## src/rtl/quad_step_decoder.sv

```systemverilog
// Quadrature encoder front end: two-flop synchronisers, per-channel debounce,
// and an INIT/RUN decoder that turns filtered Gray-code transitions into a
// registered step pulse, a held direction flag, a wrapping position count,
// a wrap carry and a sticky illegal-transition flag.
//
// state  | meaning
// -------+--------------------------------------------------------------
// S_INIT | track raw synced levels until both are stable DEBOUNCE cycles,
//        | then adopt them as the filtered reference without any event
// S_RUN  | debounce each channel; decode every filtered change
module quad_step_decoder #(
    parameter int WIDTH    = 16,
    parameter int DEBOUNCE = 4
) (
    input  logic             clk,
    input  logic             rst_n,
    input  logic             a_in,
    input  logic             b_in,
    input  logic             clr,
    output logic             step,
    output logic             dir,
    output logic [WIDTH-1:0] pos,
    output logic             rc,
    output logic             err
);

    localparam int CW = (DEBOUNCE > 1) ? $clog2(DEBOUNCE) : 1;
    localparam logic [CW-1:0] DB_MAX = CW'(DEBOUNCE - 1);

    typedef enum logic {S_INIT, S_RUN} state_t;

    state_t           state_q, state_d;
    logic             a_s1_q, a_s2_q, b_s1_q, b_s2_q;
    logic             fa_q, fa_d, fb_q, fb_d;
    logic [CW-1:0]    cnt_a_q, cnt_a_d, cnt_b_q, cnt_b_d;
    logic [CW-1:0]    init_cnt_q, init_cnt_d;
    logic             step_q, step_d, dir_q, dir_d, rc_q, rc_d, err_q, err_d;
    logic [WIDTH-1:0] pos_q, pos_d;
    logic             a_acc, b_acc, fwd;

    // Position of a 2-bit code along the forward sequence 00->01->11->10.
    function automatic logic [1:0] gray_idx(input logic [1:0] code);
        case (code)
            2'b00:   gray_idx = 2'd0;
            2'b01:   gray_idx = 2'd1;
            2'b11:   gray_idx = 2'd2;
            default: gray_idx = 2'd3;
        endcase
    endfunction

    // Two-flop synchronisers for the asynchronous encoder pins.
    always_ff @(posedge clk or negedge rst_n) begin
        if (!rst_n) begin
            a_s1_q <= 1'b0;
            a_s2_q <= 1'b0;
            b_s1_q <= 1'b0;
            b_s2_q <= 1'b0;
        end else begin
            a_s1_q <= a_in;
            a_s2_q <= a_s1_q;
            b_s1_q <= b_in;
            b_s2_q <= b_s1_q;
        end
    end

    // Per-channel debounce: count consecutive cycles the synced level differs
    // from the filtered one; accept on the DEBOUNCE-th. Held idle during INIT.
    always_comb begin
        cnt_a_d = '0;
        cnt_b_d = '0;
        a_acc   = 1'b0;
        b_acc   = 1'b0;
        if (state_q == S_RUN) begin
            if (a_s2_q != fa_q) begin
                if (cnt_a_q == DB_MAX) a_acc = 1'b1;
                else                   cnt_a_d = cnt_a_q + 1'b1;
            end
            if (b_s2_q != fb_q) begin
                if (cnt_b_q == DB_MAX) b_acc = 1'b1;
                else                   cnt_b_d = cnt_b_q + 1'b1;
            end
        end
    end

    // Next-state and output decode; the step is registered on the same edge
    // the filtered level changes so latency stays at DEBOUNCE+2 edges.
    always_comb begin
        state_d    = state_q;
        fa_d       = fa_q;
        fb_d       = fb_q;
        init_cnt_d = '0;
        step_d     = 1'b0;
        rc_d       = 1'b0;
        dir_d      = dir_q;
        err_d      = err_q;
        pos_d      = pos_q;
        fwd        = 1'b0;
        case (state_q)
            S_INIT: begin
                if ({a_s2_q, b_s2_q} != {fa_q, fb_q}) begin
                    fa_d = a_s2_q;
                    fb_d = b_s2_q;
                end else if (init_cnt_q == DB_MAX) begin
                    state_d = S_RUN;
                end else begin
                    init_cnt_d = init_cnt_q + 1'b1;
                end
            end
            default: begin
                if (a_acc) fa_d = a_s2_q;
                if (b_acc) fb_d = b_s2_q;
                if (a_acc && b_acc) begin
                    // Both bits moved at once: direction unknown, just
                    // resynchronise the reference and flag it.
                    err_d = 1'b1;
                end else if (a_acc || b_acc) begin
                    fwd   = (gray_idx({fa_d, fb_d}) == gray_idx({fa_q, fb_q}) + 2'd1);
                    dir_d = fwd;
                    if (!clr) begin
                        step_d = 1'b1;
                        pos_d  = fwd ? pos_q + 1'b1 : pos_q - 1'b1;
                        rc_d   = fwd ? (&pos_q) : ~(|pos_q);
                    end
                end
            end
        endcase
        if (clr) begin
            pos_d = '0;
            err_d = 1'b0;
        end
    end

    // State register for the filter, decoder and outputs.
    always_ff @(posedge clk or negedge rst_n) begin
        if (!rst_n) begin
            state_q    <= S_INIT;
            fa_q       <= 1'b0;
            fb_q       <= 1'b0;
            cnt_a_q    <= '0;
            cnt_b_q    <= '0;
            init_cnt_q <= '0;
            step_q     <= 1'b0;
            dir_q      <= 1'b0;
            rc_q       <= 1'b0;
            err_q      <= 1'b0;
            pos_q      <= '0;
        end else begin
            state_q    <= state_d;
            fa_q       <= fa_d;
            fb_q       <= fb_d;
            cnt_a_q    <= cnt_a_d;
            cnt_b_q    <= cnt_b_d;
            init_cnt_q <= init_cnt_d;
            step_q     <= step_d;
            dir_q      <= dir_d;
            rc_q       <= rc_d;
            err_q      <= err_d;
            pos_q      <= pos_d;
        end
    end

    assign step = step_q;
    assign dir  = dir_q;
    assign rc   = rc_q;
    assign err  = err_q;
    assign pos  = pos_q;

endmodule

```

## config.mk

```make
export PLATFORM = sky130hd
export DESIGN_NAME = quad_step_decoder
export DESIGN_NICKNAME = d
export VERILOG_FILES = /design/src/rtl/quad_step_decoder.sv
export SDC_FILE = /design/constraint.sdc
export NUM_CORES = 1
export LEC_CHECK = 0
export BUFFER_PORTS_ARGS = -buffer_cell sky130_fd_sc_hd__buf_2
export CAP_MARGIN = 20
export CORE_UTILIZATION = 44
export DETAILED_ROUTE_END_ITERATION = 8
export SYNTH_ARGS = -nofsm -noshare
export SYNTH_HDL_FRONTEND = slang
export SYNTH_SLANG_ARGS = --single-unit
```

## constraint.sdc

```tcl
create_clock -name clk -period 3.4 [get_ports clk]
set_input_delay 0.34 -clock clk [delete_from_list [all_inputs] [get_ports clk]]
set_output_delay 0.34 -clock clk [all_outputs]
set_load 0.05 [all_outputs]
```

==> impl_metrics.json, run 1 <==
{
  "status": "finished with violations",
  "violations": "setup timing",
  "pwr-share-seq_pct": 11.5,
  "critPathMaxFanout": 8,
  "p_per_area_nw_per_um2": 1162,
  "synth_edf_count": 0,
  "place_ws_ps": -213.4,
  "mostFrequentLayoutCells": "buf_4, dfrtp_1, nor2_1",
  "ys_types": 55,
  "die_x_um": 75.70,
  "die-area_um2": 5730,
  "synth-seq-cells": 33,
  "synth_area_leaders": "dfrtp_1, ha_1, xnor2_1",
  "multi_input_area_um2": 1742,
  "arrival_ps": 3660,
  "drt-met1-wl_um": 3059,
  "syn_area_um2": 2390,
  "synth_area_leader_cell": "dfrtp_1",
  "finalHoldViolations": 0,
  "ir_drop_uv": 580.4,
  "port_buffers": 24,
  "cts_tree": "yes",
  "yosys_warnings": 0,
  "synth_fp_nets": 278,
  "grt_pass1_vias": 1935,
  "grt_pass1_wl_um": 9715,
  "finalCriticalPeriod_ps": 3477,
  "ios": 25,
  "slew_violations": 0,
  "syn_area_per_cell_um2": 9.598,
  "wl_um": 6593,
  "synth_top_area_share_pct": 34.55,
  "p_switching_mw": 1.727,
  "final.setup.worst_slack_ps": -77.33,
  "postSynthCellCount": 249,
  "num_vias": 2154,
  "grt_max_degree": 34,
  "worst_skew_pair.late_latency_ps": 300,
  "wl_met2_um": 3085,
  "rows": 26,
  "p_comb_share_pct": 78.3,
  "internal_power_mw": 2.084,
  "antenna_found_initial": 0,
  "routed.top_layer": "met4",
  "cts_buffer_depth": 2,
  "fin_tns_setup_ps": -77.33,
  "cp.required_ps": 3580,
  "drc": 0,
  "die_y_um": 75.70,
  "gp_congestion": 0.9245,
  "cp-start-kind": "register",
  "drive_gt1_share_pct": 38.80,
  "seq_area_frac_synth_pct": 34.55,
  "syn_to_final_growth_pct": 37.28,
  "slew_headroom_pct": 48.94,
  "cts_sinks": 33,
  "start_util_pct": 46.20,
  "overflow": 0,
  "fill_cells": 443,
  "async_reset_ff_share_pct": 100.0,
  "setup-violations-final": 1,
  "antennaDiodeCount": 0,
  "drt-initial-drc-count": 137,
  "synth_ff_type": "dfrtp_1",
  "drtAntennaViolNets": 0,
  "finalCritPeriodShare_pct": 102.3,
  "rsz0062_at_grt": "true",
  "grtUsageTotal_pct": 23.30,
  "nets": 345,
  "crit_path_end_kind": "register",
  "clkTransAtPathRegs_ps": 80,
  "viasPerCell": 5.566,
  "core-area_um2": 5172,
  "wire_per_inst_um": 17.04,
  "timing.hold.ws_ps": 108.4,
  "tightestPinTransition_ps": 765.9,
  "cts_buffers": 5,
  "critical_path_class": "reg -> reg",
  "ctsHtreeMaxLevel": 2,
  "p_leak_nw": 1.660,
  "p_clk_share_pct": 10.2,
  "cts-root-buf": "clkbuf_8",
  "switching_share_pct": 45.31,
  "met3WireLength_um": 293,
  "hp-class": "in -> async",
  "fmax_mhz": 287.6,
  "hpwl_um": 4164,
  "drv_cap": 0,
  "regArea_um2": 825.8,
  "skew_ps": 9.353,
  "final_common_cell": "buf_4",
  "drt_pass1_iterations": 5
}
-- final timing paths --
kind                            startpoint         end  slack (ps)  cells after the start
worst max-delay path            cnt_b_q[0]     pos[15]         -80                     15
worst min register to register      b_s1_q      b_s2_q         350                      0
max in group asynchronous            rst_n  cnt_b_q[0]        2800                      1
worst min-delay path                 rst_n      pos[5]         110                      1
min in group clk                      a_in      a_s1_q         140                      1
worst max register to register  cnt_b_q[0]     pos[15]         -80                     15
-- worst max-delay path: stages, from the launching register on --
cell and delay (ps):
dfrtp_1 390, ha_2 180, nand2_1 80, mux2i_1 270, inv_1 120, ha_4 310, xnor2_4 120, buf_6 170
nand2_8 100, ha_4 240, a21o_1 180, a21o_1 200, a221oi_4 330, o41ai_4 140, mux2i_1 200, mux2_1 340
-- cells in the mapped netlist (5+ instances only) --
cell     count
dfrtp_1     33
nor2_1      30
ha_1        23
a21oi_1     16
nand2_1     14
xnor2_1     13
mux2i_1      9
nand4_1      8
nor4_1       7
a21o_1       6
inv_1        6
nand3_1      6
nor3_1       6
o21ai_0      5
-- kinds of logic after synthesis --
group                      synth area share (%)
muxes                                     5.183
AOI/OAI and AO/OA                         16.44
xor gates and xnor gates                  6.230
adders and majority gates                 12.88
buffers and inverters                     6.126
DFF                                       34.55
and+or+nand+nor                           18.59
-- flip-flops by register name, indices dropped and copies added, names as in the netlist --
name,cells
a_s2_q,1
cnt_b_q,2
b_s2_q,1
b_s1_q,1
step,1
dir,1
fb_q,1
state_q,1
fa_q,1
a_s1_q,1
err,1
rc,1
pos,16
cnt_a_q,2
init_cnt_q,2
-- power groups by stage --
stage	clock network [mW]	registers, mW	logic (mW)
CTS	0.396	0.439	2.45
finish	0.389	0.440	2.98
global route	0.410	0.444	3.22
global placement	0	0.445	2.15
detailed placement	0	0.446	2.17
floorplan	0	0.452	1.49
-- routing by layer --
metal	up-vias	GRT usage, %
li1	1042	-
met1	1033	33.58
met2	62	35.02
met3	17	4.497
met4	0	7.819
met5	-	0
-- cell type report --
type | count | share of cell area, %
repair buffers | 72 | 14.87
well taps | 70 | 2.670
multi-input cells | 198 | 53.09
flip-flops and latches | 33 | 25.17
clock inverters | 3 | 1.411
clock buffers | 5 | 2.098
inverters | 6 | 0.6865
-- timing repair --
item	in CTS	in global routing
cloned	2	0
gates resized for setup	10	29
hold buffers	0	0
pin swaps	6	15
buffers inserted	4	3
endpoints found under the setup margin	9	9
-- per-stage QoR --
step / total power [mW] / cells / instance area [µm²] / util (%)
after floorplan: 1.946 / 249 / 2479 / -
after global placement: 2.591 / 370 / 2870 / 55.49
after detailed placement: 2.617 / 370 / 2870 / 55.49
after CTS: 3.282 / 384 / 3079 / 59.53
after global routing: 4.073 / 387 / 3281 / 63.43
final: 3.811 / 387 / 3281 / 63.43
No activity file was read; power rests on OpenSTA's default activity.
==> run 2, diff against run 1 <==
==> constraint.sdc (replaced) <==
create_clock -name clk -period 3.4 [get_ports clk]
set_input_delay 0 -clock clk [delete_from_list [all_inputs] [get_ports clk]]
set_output_delay 0 -clock clk [all_outputs]
set_load 0.1 [all_outputs]
==> impl_metrics.json, run 2 (synthesis gave the netlist of run 1 again) <==
{
  "timing.rr.end": "pos[15]",
  "crit_path_max_incr_delay_ps": 390,
  "wl_um": 6454,
  "cts-root-buf": "clkbuf_8",
  "start_util_pct": 46.20,
  "worst_skew_pair.late_latency_ps": 290,
  "timing.hold.ws_ps": 189.1,
  "cts_sinks": 33,
  "finalCritPeriodShare_pct": 101.0,
  "p_clk_share_pct": 7.5,
  "overflow": 0,
  "min_to": "pos[0]",
  "place_area_um2": 2928,
  "drc": 0,
  "stdcell_area_um2": 3446,
  "place_ws_ps": -217.7,
  "slew_headroom_pct": 51.23,
  "slew_violations": 0,
  "grtUsageTotal_pct": 22.88,
  "tightestPinTransition_ps": 731.5,
  "violations": "setup timing",
  "antenna_found_initial": 0,
  "die-area_um2": 5730,
  "hpwl_um": 4301,
  "gp_congestion": 0.9155,
  "whs_path_depth": 2,
  "drtAntennaViolNets": 0,
  "multi_input_area_um2": 1818,
  "wire_per_inst_um": 16.18,
  "drt_pass1_iterations": 4,
  "antennaDiodeCount": 0,
  "cts_buffer_depth": 2,
  "fin_util_pct": 66.62,
  "cts_buffers": 5,
  "path_cells": "ha_2 > nand2_2 > mux2i_2 > buf_4 > ha_4 > nor2_4 > xnor2_2 > buf_6 > nand2_8 > ha_4 > a21o_1 > a21o_1 > a221oi_2 > o41ai_2 > mux2i_1 > mux2_1",
  "grt-busiest-layer": "met2",
  "fill_cells": 413,
  "num_vias": 2171,
  "finalHoldViolations": 0,
  "critical_path_class": "reg -> reg",
  "grt.met2_usage_pct": 36.41,
  "critPathMaxFanout": 8,
  "cp.required_ps": 3570,
  "mostFrequentLayoutCells": "buf_4, dfrtp_1, nor2_1",
  "pwr-share-seq_pct": 11.4,
  "setup-violations-final": 1,
  "drive_gt1_share_pct": 45.29,
  "status": "finished with violations",
  "use_met3_pct": 3.704,
  "fmax_mhz": 291.3,
  "grt_pass1_wl_um": 9597,
  "cp_slowest_cell": "dfrtp_1",
  "p_comb_share_pct": 81.1,
  "cp-start-kind": "register",
  "cts_tree": "yes",
  "p_leak_nw": 1.709,
  "drt-initial-drc-count": 93,
  "skew_ps": 8.148,
  "syn_to_final_growth_pct": 44.19,
  "drv_cap": 0,
  "ctsHtreeMaxLevel": 2,
  "grt_pass1_vias": 1993,
  "port_buffers": 24,
  "hp-start": "clr",
  "die_x_um": 75.70,
  "crit_path_end_kind": "register",
  "rows": 26,
  "reg2regPathDepth": 16,
  "ios": 25,
  "die_y_um": 75.70,
  "regArea_um2": 825.8,
  "rsz0062_at_grt": "true",
  "p_per_area_nw_per_um2": 1131,
  "met1_usage_pct": 31.99,
  "total_power_mw": 3.897,
  "grt_max_degree": 34,
  "viasPerCell": 5.441,
  "largest_register_ffs": 16,
  "arrival_ps": 3600,
  "hp-class": "in -> reg",
  "r2r-start": "cnt_b_q[0]",
  "final_common_cell": "buf_4",
  "clkTransAtPathRegs_ps": 80,
  "final.setup.worst_slack_ps": -33.17,
  "ir_drop_uv": 779.5,
  "p_switching_mw": 1.731,
  "nets": 357,
  "switching_share_pct": 44.41,
  "core-area_um2": 5172,
  "internal_power_mw": 2.167,
  "finalCriticalPeriod_ps": 3433,
  "rrSetupSlack_ps": -30
}
[run 2: power groups by stage]
stage	sequential [mW]	clock, mW	combinational, mW
after floorplan	0.453	0	1.51
after global placement	0.448	0	2.21
after detailed placement	0.448	0	2.21
after CTS	0.442	0.298	2.55
after global routing	0.447	0.315	3.39
final	0.445	0.292	3.16
[run 2: critical path: cells and delay by family (launching register included)]
kind | cells | cell delay, ps
adders and majority gates | 3 | 590
xor gates and xnor gates | 1 | 240
and+or+nand+nor | 3 | 210
buffers and inverters | 2 | 320
muxes | 3 | 760
DFF | 1 | 390
AOI/OAI and AO/OA | 4 | 760
[run 2: metal layers]
layer,vias to the layer above,wire (µm)
met1,1060,3058
met3,9,149
met4,0,84
met5,-,0
met2,36,3162
li1,1066,-
[run 2: how the worst max path moves through the flow]
stage | startpoint | end | cells past startpoint
after floorplan | cnt_b_q[0] | pos[15] | 15
after global placement | cnt_b_q[0] | pos[13] | 14
after detailed placement | cnt_b_q[0] | pos[15] | 15
after CTS | cnt_b_q[0] | pos[15] | 15
after global routing | cnt_b_q[0] | pos[15] | 16
final | cnt_b_q[0] | pos[15] | 16
[run 2: final cells by class]
type / instances / share of cell area [%]
multi-input combinational: 197 / 52.76
sequential: 33 / 23.97
timing repair buffer: 85 / 17.57
tap: 70 / 2.542
clock buffer: 5 / 1.997
inverter: 6 / 0.6536
clock inverter: 3 / 0.5084
[run 2: through the flow]
step | instances | TNS [ps]
2_1_floorplan | 249 | -43.99
3_3_place_gp | 376 | -708.3
3_5_place_dp | 376 | -982.3
4_1_cts | 393 | -212.2
5_1_grt | 399 | -654.7
6_report | 399 | -33.17
[run 2: what timing repair did]
item                                   4_1_cts  5_1_grt
gates resized for setup                     13       41
buffers inserted                             5        6
setup endpoints to repair                    9        9
pin swaps                                   10       22
endpoints found under the hold margin       35        0
cloned                                       1        0
hold buffers                                 3        0
==> run 3, diff against run 2 <==
--- a/config.mk
+++ b/config.mk
@@ -7,8 +7,10 @@
 export LEC_CHECK = 0
 export BUFFER_PORTS_ARGS = -buffer_cell sky130_fd_sc_hd__buf_2
 export CAP_MARGIN = 20
-export CORE_UTILIZATION = 44
+export CORE_UTILIZATION = 50
 export DETAILED_ROUTE_END_ITERATION = 8
+export PLACE_DENSITY_LB_ADDON = 0.25
+export SKIP_LAST_GASP = 1
 export SYNTH_ARGS = -nofsm -noshare
 export SYNTH_HDL_FRONTEND = slang
 export SYNTH_SLANG_ARGS = --single-unit
==> impl_metrics.json, run 3 (synthesis gave the netlist of run 1 again) <==
{
  "status": "finished with violations",
  "violations": "DRC, setup timing",
  "worst_skew_pair.late_latency_ps": 290,
  "hpwl_um": 4091,
  "cp-start-kind": "register",
  "start_util_pct": 53.41,
  "grt_pass1_vias": 2236,
  "largest_register_ffs": 16,
  "fin_util_pct": 75.89,
  "slew_headroom_pct": 49.48,
  "grt_pass1_wl_um": 10630,
  "dp.cells": 353,
  "antennaDiodeCount": 0,
  "fin_cells": 379,
  "rsz0062_at_grt": "true",
  "clkTransAtPathRegs_ps": 70,
  "finalCritPeriodShare_pct": 100.2,
  "wire_per_inst_um": 17.57,
  "rows": 24,
  "final.setup.worst_slack_ps": -7.448,
  "drt-initial-drc-count": 158,
  "drv_cap": 0,
  "place_area_um2": 2868,
  "antenna_found_initial": 0,
  "setup-violations-final": 2,
  "drtAntennaViolNets": 0,
  "drt_pass1_iterations": 6,
  "place_ws_ps": -149.9,
  "drc": 4,
  "arrival_ps": 3580,
  "overflow": 0,
  "cts_buffers": 5,
  "critPathMaxFanout": 8,
  "crit_path_max_incr_delay_ps": 400,
  "core-area_um2": 4474,
  "critical_path_class": "reg -> reg",
  "grtUsageTotal_pct": 27.11,
  "cp_slowest_cell": "dfrtp_1",
  "cp.required_ps": 3580,
  "hp-class": "in -> reg",
  "critPathMostFrequentCell": "ha_4",
  "total_power_mw": 3.963,
  "cts_tree": "yes",
  "finalHoldViolations": 0,
  "nets": 355,
  "slew_violations": 0,
  "die_y_um": 71.14,
  "die_x_um": 71.14,
  "stdcell_area_um2": 3396,
  "fmax_mhz": 293.5,
  "skew_ps": 8.175,
  "port_buffers": 24,
  "mostFrequentLayoutCells": "buf_4, dfrtp_1, nor2_1",
  "ir_drop_uv": 912.0,
  "gp_congestion": 0.9230,
  "die-area_um2": 5060,
  "ios": 25,
  "tightestPinTransition_ps": 757.8,
  "p_per_area_nw_per_um2": 1167,
  "cts_buffer_depth": 2,
  "path_cells": "ha_2 > nand2_1 > mux2_4 > ha_4 > nor2_4 > xnor2_2 > buf_6 > nand2_8 > buf_4 > ha_4 > a21o_1 > and3_4 > or2_1 > a31oi_2 > xnor2_1 > a22o_1",
  "cts_sinks": 33,
  "p_leak_nw": 1.685,
  "num_vias": 2253,
  "ctsHtreeMaxLevel": 2,
  "syn_to_final_growth_pct": 42.09,
  "grt_max_degree": 34,
  "crit_path_end_kind": "register",
  "cts-root-buf": "clkbuf_8",
  "wl_um": 6658,
  "drive_gt1_share_pct": 43.73,
  "finalCriticalPeriod_ps": 3407,
  "viasPerCell": 5.945,
  "final_common_cell": "buf_4"
}
==> run 3: layer usage <==
metal / wire length (µm) / part of all wire, % / global-route usage, %
met1: 2917 / 44 / 34.24
met2: 3262 / 49 / 45.41
met3: 340 / 5.1 / 5.840
met4: 136 / 2.0 / 10.67
met5: 0 / 0 / 0
==> run 3: path summary, 6_finish.rpt <==
path / depth (start not counted) / slack [ps] / endpoint / start
worst max-delay path: 16 / -7 / pos[10] / cnt_a_q[0]
worst min-delay path: 2 / 180 / err / clr
worst max register to register: 16 / -7 / pos[10] / cnt_a_q[0]
worst min register to register: 0 / 350 / b_s2_q / b_s1_q
max in group asynchronous: 2 / 2600 / cnt_a_q[1] / rst_n
min in group asynchronous: 2 / 320 / pos[9] / rst_n
==> run 3: timing repair <==
action / 4_1_cts / 5_1_grt
hold endpoints to repair: 35 / 0
endpoints found under the setup margin: 7 / 8
pin swaps: 12 / 19
hold buffers: 3 / 0
buffers inserted: 9 / 4
cloned: 2 / 0
gates resized for setup: 20 / 28
==> run 3: cell type report <==
class	count	area, µm²
Timing Repair Buffer	82	579.3
Inverter	6	22.52
Tap cell	52	65.06
Fill cell	280	1079
Clock inverter	1	30.03
Clock buffer	7	86.33
Sequential cell	33	825.8
Multi-Input combinational cell	198	1787
==> run 3: power breakdown <==
group	switching [mW]	internal, mW
sequential	0.0219	0.422
combinational	1.59	1.54
clock	0.152	0.239
total	1.76	2.20
==> run 3: critical path, delay by kind of cell (launching register included) <==
family          cells  cell delay (ps)
buf+inv             2              350
simple gates        5              760
mux                 1              340
compound gates      3              600
xor+xnor            2              230
fa+ha+maj           3              590
flops               1              400
==> run 3: stage by stage <==
step / TNS (ps) / hold WS [ps]
floorplan: -43.99 / -295.6
global placement: -275.4 / 109.0
detailed placement: -539.0 / 109.3
CTS: -2.208 / 153.9
global route: -537.4 / 193.8
finish: -11.72 / 175.5
